**config.mk**
```make
export PLATFORM = sky130hd
export DESIGN_NAME = trap_ctrl
export DESIGN_NICKNAME = d
export VERILOG_FILES = /design/src/rtl/trap_ctrl.sv
export SDC_FILE = /design/constraint.sdc
export NUM_CORES = 1
export LEC_CHECK = 0
export ABC_AREA = 1
export CAP_MARGIN = 15
export CORE_MARGIN = 3
export CORE_UTILIZATION = 50
export DETAILED_ROUTE_END_ITERATION = 10
export PLACE_DENSITY = 0.82
export SYNTH_ARGS = -nofsm -noshare
export SYNTH_HDL_FRONTEND = slang
export SYNTH_SLANG_ARGS = --single-unit
export TNS_END_PERCENT = 50
```
**constraint.sdc**
```tcl
create_clock -name clk -period 3 [get_ports clk]
set_input_delay 0.3 -clock clk [delete_from_list [all_inputs] [get_ports clk]]
set_output_delay 0.3 -clock clk [all_outputs]
set_load 0.05 [all_outputs]
```
**src/rtl/trap_ctrl.sv**
```systemverilog
// trap_ctrl: machine-mode trap controller at the commit point.
//
// Takes one committing instruction per cycle with its exception vector,
// picks the highest-priority exception or enabled timer interrupt (or mret),
// updates the machine trap CSRs and then sequences a pipeline flush followed
// by a one-cycle fetch redirect to the trap vector (or to mepc for mret).
//
// Configuration macro: TRAP_VECTORED_EN
//   defined   - mtvec[1:0] writable (MODE 1 = vectored), interrupts go to
//               BASE + 4*cause
//   undefined - mtvec[1:0] hardwired to 0, every trap goes to BASE
//
// Ports:
//   clk, rst                  clock, synchronous active-high reset
//   commit_valid/ready        commit handshake
//   commit_pc/except/tval     committing instruction PC, exception flags, tval
//   csr_we/addr/wdata         CSR write port
//   csr_rdata                 combinational CSR read (0 if unmapped)
//   flush_req/flush_ack       pipeline flush handshake
//   redirect_valid/pc         one-cycle fetch redirect

package trap_ctrl_pkg;

    // Per-instruction exception flags; first member is the MSB.
    typedef struct packed {
        logic timer_int;
        logic breakpoint;
        logic fetch_pagefault;
        logic fetch_access_fault;
        logic illegal_inst;
        logic sret;
        logic uret;
        logic fetch_misalign;
        logic ecall;
        logic load_misalign;
        logic store_misalign;
        logic load_pagefault;
        logic store_pagefault;
        logic load_access_fault;
        logic store_access_fault;
        logic mret;
    } except_t;

endpackage

module trap_ctrl
    import trap_ctrl_pkg::*;
#(
    parameter int unsigned      XLEN        = 32,
    parameter logic [XLEN-1:0]  RESET_MTVEC = 32'h8000_0000
) (
    input  logic            clk,
    input  logic            rst,
    input  logic            commit_valid,
    output logic            commit_ready,
    input  logic [XLEN-1:0] commit_pc,
    input  except_t         commit_except,
    input  logic [XLEN-1:0] commit_tval,
    input  logic            csr_we,
    input  logic [11:0]     csr_addr,
    input  logic [XLEN-1:0] csr_wdata,
    output logic [XLEN-1:0] csr_rdata,
    output logic            flush_req,
    input  logic            flush_ack,
    output logic            redirect_valid,
    output logic [XLEN-1:0] redirect_pc
);

    localparam logic [11:0] ADDR_MSTATUS = 12'h300;
    localparam logic [11:0] ADDR_MIE     = 12'h304;
    localparam logic [11:0] ADDR_MTVEC   = 12'h305;
    localparam logic [11:0] ADDR_MEPC    = 12'h341;
    localparam logic [11:0] ADDR_MCAUSE  = 12'h342;
    localparam logic [11:0] ADDR_MTVAL   = 12'h343;
    localparam logic [11:0] ADDR_MIP     = 12'h344;

    typedef enum logic [1:0] {
        S_IDLE,
        S_FLUSH,
        S_REDIRECT
    } state_t;

    state_t state, state_next;

    logic            mstatus_mie;
    logic            mstatus_mpie;
    logic            mie_mtie;
    logic [XLEN-1:0] mtvec_q;
    logic [XLEN-1:0] mepc_q;
    logic [XLEN-1:0] mcause_q;
    logic [XLEN-1:0] mtval_q;
    logic [XLEN-1:0] redirect_pc_q;

    logic            timer_en;
    logic            exc_any;
    logic            accept;
    logic            take_trap;
    logic            take_mret;
    logic [XLEN-1:0] trap_cause;
    logic [XLEN-1:0] trap_tval;
    logic            trap_irq;
    logic [XLEN-1:0] mtvec_base;
    logic [XLEN-1:0] trap_target;
    logic [XLEN-1:0] mtvec_wval;

    // ------------------------------------------------------------------
    // Event selection
    // ------------------------------------------------------------------
    assign timer_en = commit_except.timer_int & mstatus_mie & mie_mtie;
    assign exc_any  = commit_except.breakpoint        | commit_except.fetch_pagefault   |
                      commit_except.fetch_access_fault | commit_except.illegal_inst      |
                      commit_except.sret              | commit_except.uret              |
                      commit_except.fetch_misalign    | commit_except.ecall             |
                      commit_except.load_misalign     | commit_except.store_misalign    |
                      commit_except.load_pagefault    | commit_except.store_pagefault   |
                      commit_except.load_access_fault | commit_except.store_access_fault;

    // Derived from state directly so the FSM comb block has no loop through commit_ready.
    assign accept    = commit_valid & (state == S_IDLE) & ~rst;
    assign take_trap = accept & (timer_en | exc_any);
    assign take_mret = accept & commit_except.mret & ~timer_en & ~exc_any;

    always_comb begin
        trap_cause = '0;
        trap_tval  = commit_tval;
        trap_irq   = 1'b0;
        if (timer_en) begin
            trap_cause = {1'b1, (XLEN-1)'(7)};
            trap_tval  = '0;
            trap_irq   = 1'b1;
        end else if (commit_except.breakpoint) begin
            trap_cause = XLEN'(3);
            trap_tval  = commit_pc;
        end else if (commit_except.fetch_pagefault) begin
            trap_cause = XLEN'(12);
        end else if (commit_except.fetch_access_fault) begin
            trap_cause = XLEN'(1);
        end else if (commit_except.illegal_inst | commit_except.sret | commit_except.uret) begin
            trap_cause = XLEN'(2);
            // Only a genuine illegal instruction carries instruction bits.
            if (!commit_except.illegal_inst) begin
                trap_tval = '0;
            end
        end else if (commit_except.fetch_misalign) begin
            trap_cause = XLEN'(0);
        end else if (commit_except.ecall) begin
            trap_cause = XLEN'(11);
            trap_tval  = '0;
        end else if (commit_except.load_misalign) begin
            trap_cause = XLEN'(4);
        end else if (commit_except.store_misalign) begin
            trap_cause = XLEN'(6);
        end else if (commit_except.load_pagefault) begin
            trap_cause = XLEN'(13);
        end else if (commit_except.store_pagefault) begin
            trap_cause = XLEN'(15);
        end else if (commit_except.load_access_fault) begin
            trap_cause = XLEN'(5);
        end else if (commit_except.store_access_fault) begin
            trap_cause = XLEN'(7);
        end
    end

    assign mtvec_base = {mtvec_q[XLEN-1:2], 2'b00};

`ifdef TRAP_VECTORED_EN
    assign trap_target = (mtvec_q[1:0] == 2'b01 && trap_irq) ? mtvec_base + XLEN'(28)
                                                             : mtvec_base;
    assign mtvec_wval  = {csr_wdata[XLEN-1:2], (csr_wdata[1:0] == 2'b01) ? 2'b01 : 2'b00};
`else
    assign trap_target = mtvec_base;
    assign mtvec_wval  = {csr_wdata[XLEN-1:2], 2'b00};
`endif

    // ------------------------------------------------------------------
    // CSR state; trap/mret updates are placed after the CSR write so they
    // take precedence when both touch the same register in one cycle.
    // ------------------------------------------------------------------
    always_ff @(posedge clk) begin
        if (rst) begin
            mstatus_mie   <= 1'b0;
            mstatus_mpie  <= 1'b0;
            mie_mtie      <= 1'b0;
`ifdef TRAP_VECTORED_EN
            mtvec_q       <= RESET_MTVEC;
`else
            mtvec_q       <= {RESET_MTVEC[XLEN-1:2], 2'b00};
`endif
            mepc_q        <= '0;
            mcause_q      <= '0;
            mtval_q       <= '0;
            redirect_pc_q <= '0;
        end else begin
            if (csr_we) begin
                case (csr_addr)
                    ADDR_MSTATUS: begin
                        mstatus_mie  <= csr_wdata[3];
                        mstatus_mpie <= csr_wdata[7];
                    end
                    ADDR_MIE:    mie_mtie <= csr_wdata[7];
                    ADDR_MTVEC:  mtvec_q  <= mtvec_wval;
                    ADDR_MEPC:   mepc_q   <= {csr_wdata[XLEN-1:2], 2'b00};
                    ADDR_MCAUSE: mcause_q <= csr_wdata;
                    ADDR_MTVAL:  mtval_q  <= csr_wdata;
                    default: ;
                endcase
            end
            if (take_trap) begin
                mepc_q        <= {commit_pc[XLEN-1:2], 2'b00};
                mcause_q      <= trap_cause;
                mtval_q       <= trap_tval;
                mstatus_mpie  <= mstatus_mie;
                mstatus_mie   <= 1'b0;
                redirect_pc_q <= trap_target;
            end else if (take_mret) begin
                mstatus_mie   <= mstatus_mpie;
                mstatus_mpie  <= 1'b1;
                redirect_pc_q <= mepc_q;
            end
        end
    end

    assign redirect_pc = redirect_pc_q;

    // ------------------------------------------------------------------
    // Flush / redirect sequencer
    // ------------------------------------------------------------------
    always_ff @(posedge clk) begin
        if (rst) begin
            state <= S_IDLE;
        end else begin
            state <= state_next;
        end
    end

    always_comb begin
        state_next     = state;
        commit_ready   = 1'b0;
        flush_req      = 1'b0;
        redirect_valid = 1'b0;
        case (state)
            S_IDLE: begin
                commit_ready = ~rst;
                if (take_trap || take_mret) begin
                    state_next = S_FLUSH;
                end
            end
            S_FLUSH: begin
                flush_req = 1'b1;
                if (flush_ack) begin
                    state_next = S_REDIRECT;
                end
            end
            S_REDIRECT: begin
                redirect_valid = 1'b1;
                state_next     = S_IDLE;
            end
            default: state_next = S_IDLE;
        endcase
    end

    // ------------------------------------------------------------------
    // CSR read
    // ------------------------------------------------------------------
    always_comb begin
        csr_rdata = '0;
        case (csr_addr)
            ADDR_MSTATUS: begin
                csr_rdata[3]     = mstatus_mie;
                csr_rdata[7]     = mstatus_mpie;
                csr_rdata[12:11] = 2'b11;
            end
            ADDR_MIE:    csr_rdata[7] = mie_mtie;
            ADDR_MTVEC:  csr_rdata    = mtvec_q;
            ADDR_MEPC:   csr_rdata    = mepc_q;
            ADDR_MCAUSE: csr_rdata    = mcause_q;
            ADDR_MTVAL:  csr_rdata    = mtval_q;
            ADDR_MIP:    csr_rdata[7] = commit_except.timer_int;
            default:     csr_rdata    = '0;
        endcase
    end

endmodule

```
==> out/results.ini <==
[synthesis]
synthesis.area_um2=8630
yosysTopAreaCell=dfxtp_1
synth.avg_cell_area_um2=6.57
synth_top_area_share_pct=36.9
synth-seq-cells=159
yosysSeqAreaShare_pct=36.9
syn_inst=1313
synthTopCellsByArea=dfxtp_1 (37%), nand2_1 (15%), nand3_1 (8.5%)
synth.distinct_cells=33
synth_warnings=0

[detailed_routing]
wl_mm=29.4
drt-pass1-iter-count=7
drt_iter0_markers=1031
ant_nets=0
vias_per_cell=5.76
drc=0
wl_per_cell_um=17.4
via_count=9735

[placed_design]
place_congestion=0.934
dp_cells=1657
port_buffers=193
place_ws_ns=0.315
hpwl_mm=19.0

[setup_path]
cp.depth=10
slowest_delay_ns=0.39
crit_path_start_kind=input port
r2r_start=state[0]$_SDFFE_PP0P_
crit_buf_inv=4
arrival_ns=2.38
crit_fanout=19
reg2reg_to=redirect_pc[7]$_SDFFE_PP0P_
critPathKind=input port to output pin
timing.reg2reg.setup_slack_ns=0.82
critical-path-top-delay-family=buffers and inverters
crit_chain=clkdlybuf4s50_1 -> nor2_1 -> nand3_1 -> nor2_4 -> nand2_1 -> inv_1 -> buf_4 -> nand2_1 -> o2111ai_1 -> buf_12
endpoint_kind=output pin
critPathRequiredTime_ns=2.70
slowest_stage=clkdlybuf4s50_1
cpMostUsedCell=nand2_1
r2r_cells=11

[timing]
fin_ws_ns=0.319
setup_viol=0
max_freq_mhz=373
period_share_pct=89.4
tightest_slew_ns=0.620
min_period_ns=2.68
finalHoldViolCount=0
tns_ns=0
rsz0062_at_grt=false
fin_skew_ns=0.0135
slew_violations=0
slew_headroom_pct=58.6

[cts]
numCtsBuffers=17
clock_latency_ns=0.43
tritoncts=built
htreeDepth=4
clock_sinks=159
ctsHoldBuffers=0
cts.clk_slew.worst_paths_ns=0.06
cts_resized=0
cts_root_buffer=clkbuf_16
clockBufferDepth=2
postCtsSetupBuffers=0

[grt]
grt_max_degree=65
grt_pass1_vias=9095
antenna_found_initial=0
overflow=0
grt_use_total_pct=31.0
grt_first_pass_wirelength_mm=46.2

[hold_path]
hold_end=state[1]$_SDFFE_PP0P_
hold_depth=3
hold_start=flush_ack
min_path_type=input port to flip-flop

[flow_run]
cap_violations=0

[power]
leakage_nw=4.68
finalPower_mw=5.50
irDropWorstVdd_uv=419
p_per_area_nw_per_um2=476

[finish]
final_cells=1689
drive_above_1_share_pct=10.2
final_common_cell=nand2_1
fin_nets=1585
area_growth_pct=33.8
num_antenna_cells=0
layout_common_cells=nand2_1 (345), clkdlybuf4s50_1 (160), dfxtp_1 (159)

[run_status]
status=finished clean

[floorplanning]
die_w_um=137
core_um2=16800
dieHeight_um=137
pin_count=196
die_area_um2=18900
placementRows=47
initial_utilization_pct=51.5

## registers in the layout, summed over array words and instances, names as in the netlist
name and cells:
state 2, mepc_q 30, mcause_q 32, mie_mtie 1, redirect_pc 30, mstatus_mie 1, mtvec_q 30, mtval_q 32
mstatus_mpie 1
## power breakdown
part           total [mW]  internal [mW]  switching, mW
combinational       0.908          0.358          0.549
sequential           2.26           2.21         0.0545
clock                2.33           1.47          0.869
total                5.50           4.03           1.47
## cells by family after synthesis
group	count (synthesis)	share of synthesized area, %
and+or+nand+nor	656	34.3
other	1	0.0434
AOI/OAI and AO/OA	280	17.5
buffers and inverters	217	11.3
DFF	159	36.9
## synthesized netlist by cell type, drive strengths merged
cell / number
a32o: 1
o2111ai: 25
a21oi: 102
nor2: 77
and2: 1
nand2: 352
nor3: 4
buf: 59
or2: 31
nand4: 37
clkbuf: 39
nand3: 152
dfxtp: 159
clkinv: 1
o21ai: 152
conb: 1
nor4: 2
inv: 118
## worst register-to-register path: stages (launching register included)
cell	delay [ns]
dfxtp_1	0.31
inv_1	0.07
nand2_1	0.10
nor2_4	0.11
nand2_2	0.09
inv_2	0.16
nand2_8	0.20
nand2_4	0.31
inv_2	0.20
buf_4	0.27
nor2_1	0.18
nor2_1	0.05
## stage by stage
stage	util, %	instance area [µm²]	hold WS, ns
after floorplan	-	8640	0.412
after global placement	65.1	10900	0.448
after detailed placement	65.1	10900	0.453
after CTS	68.9	11500	0.424
after global routing	68.9	11500	0.467
final	68.9	11500	0.428
## worst max path at each step
| stage | from | end | slack (ns) |
|---|---|---|---|
| floorplan | csr_addr[11] | csr_rdata[13] | 0.69 |
| global placement | csr_addr[11] | csr_rdata[7] | 0.44 |
| detailed placement | commit_except[12] | redirect_pc[19]$_SDFFE_PP0P_ | 0.31 |
| CTS | csr_addr[11] | csr_rdata[2] | 0.37 |
| global route | csr_addr[11] | csr_rdata[2] | 0.20 |
| finish | csr_addr[11] | csr_rdata[2] | 0.32 |
## area by class of cell
cell class | instances | area, µm²
Timing Repair Buffer | 221 | 2520
Fill cell | 1422 | 5210
Multi-Input combinational cell | 938 | 4490
Sequential cell | 159 | 3180
Clock inverter | 8 | 153
Inverter | 119 | 449
Clock buffer | 24 | 482
Tap cell | 220 | 275
## routing by layer
layer,vias to the layer above,wire length [µm],global-route usage [%]
met4,0,937,14.2
met1,4427,11600,39.4
met2,615,13800,50.5
met3,73,3090,6.39
li1,4620,-,-
met5,-,0,0
Power figures use the tool's default switching activity.
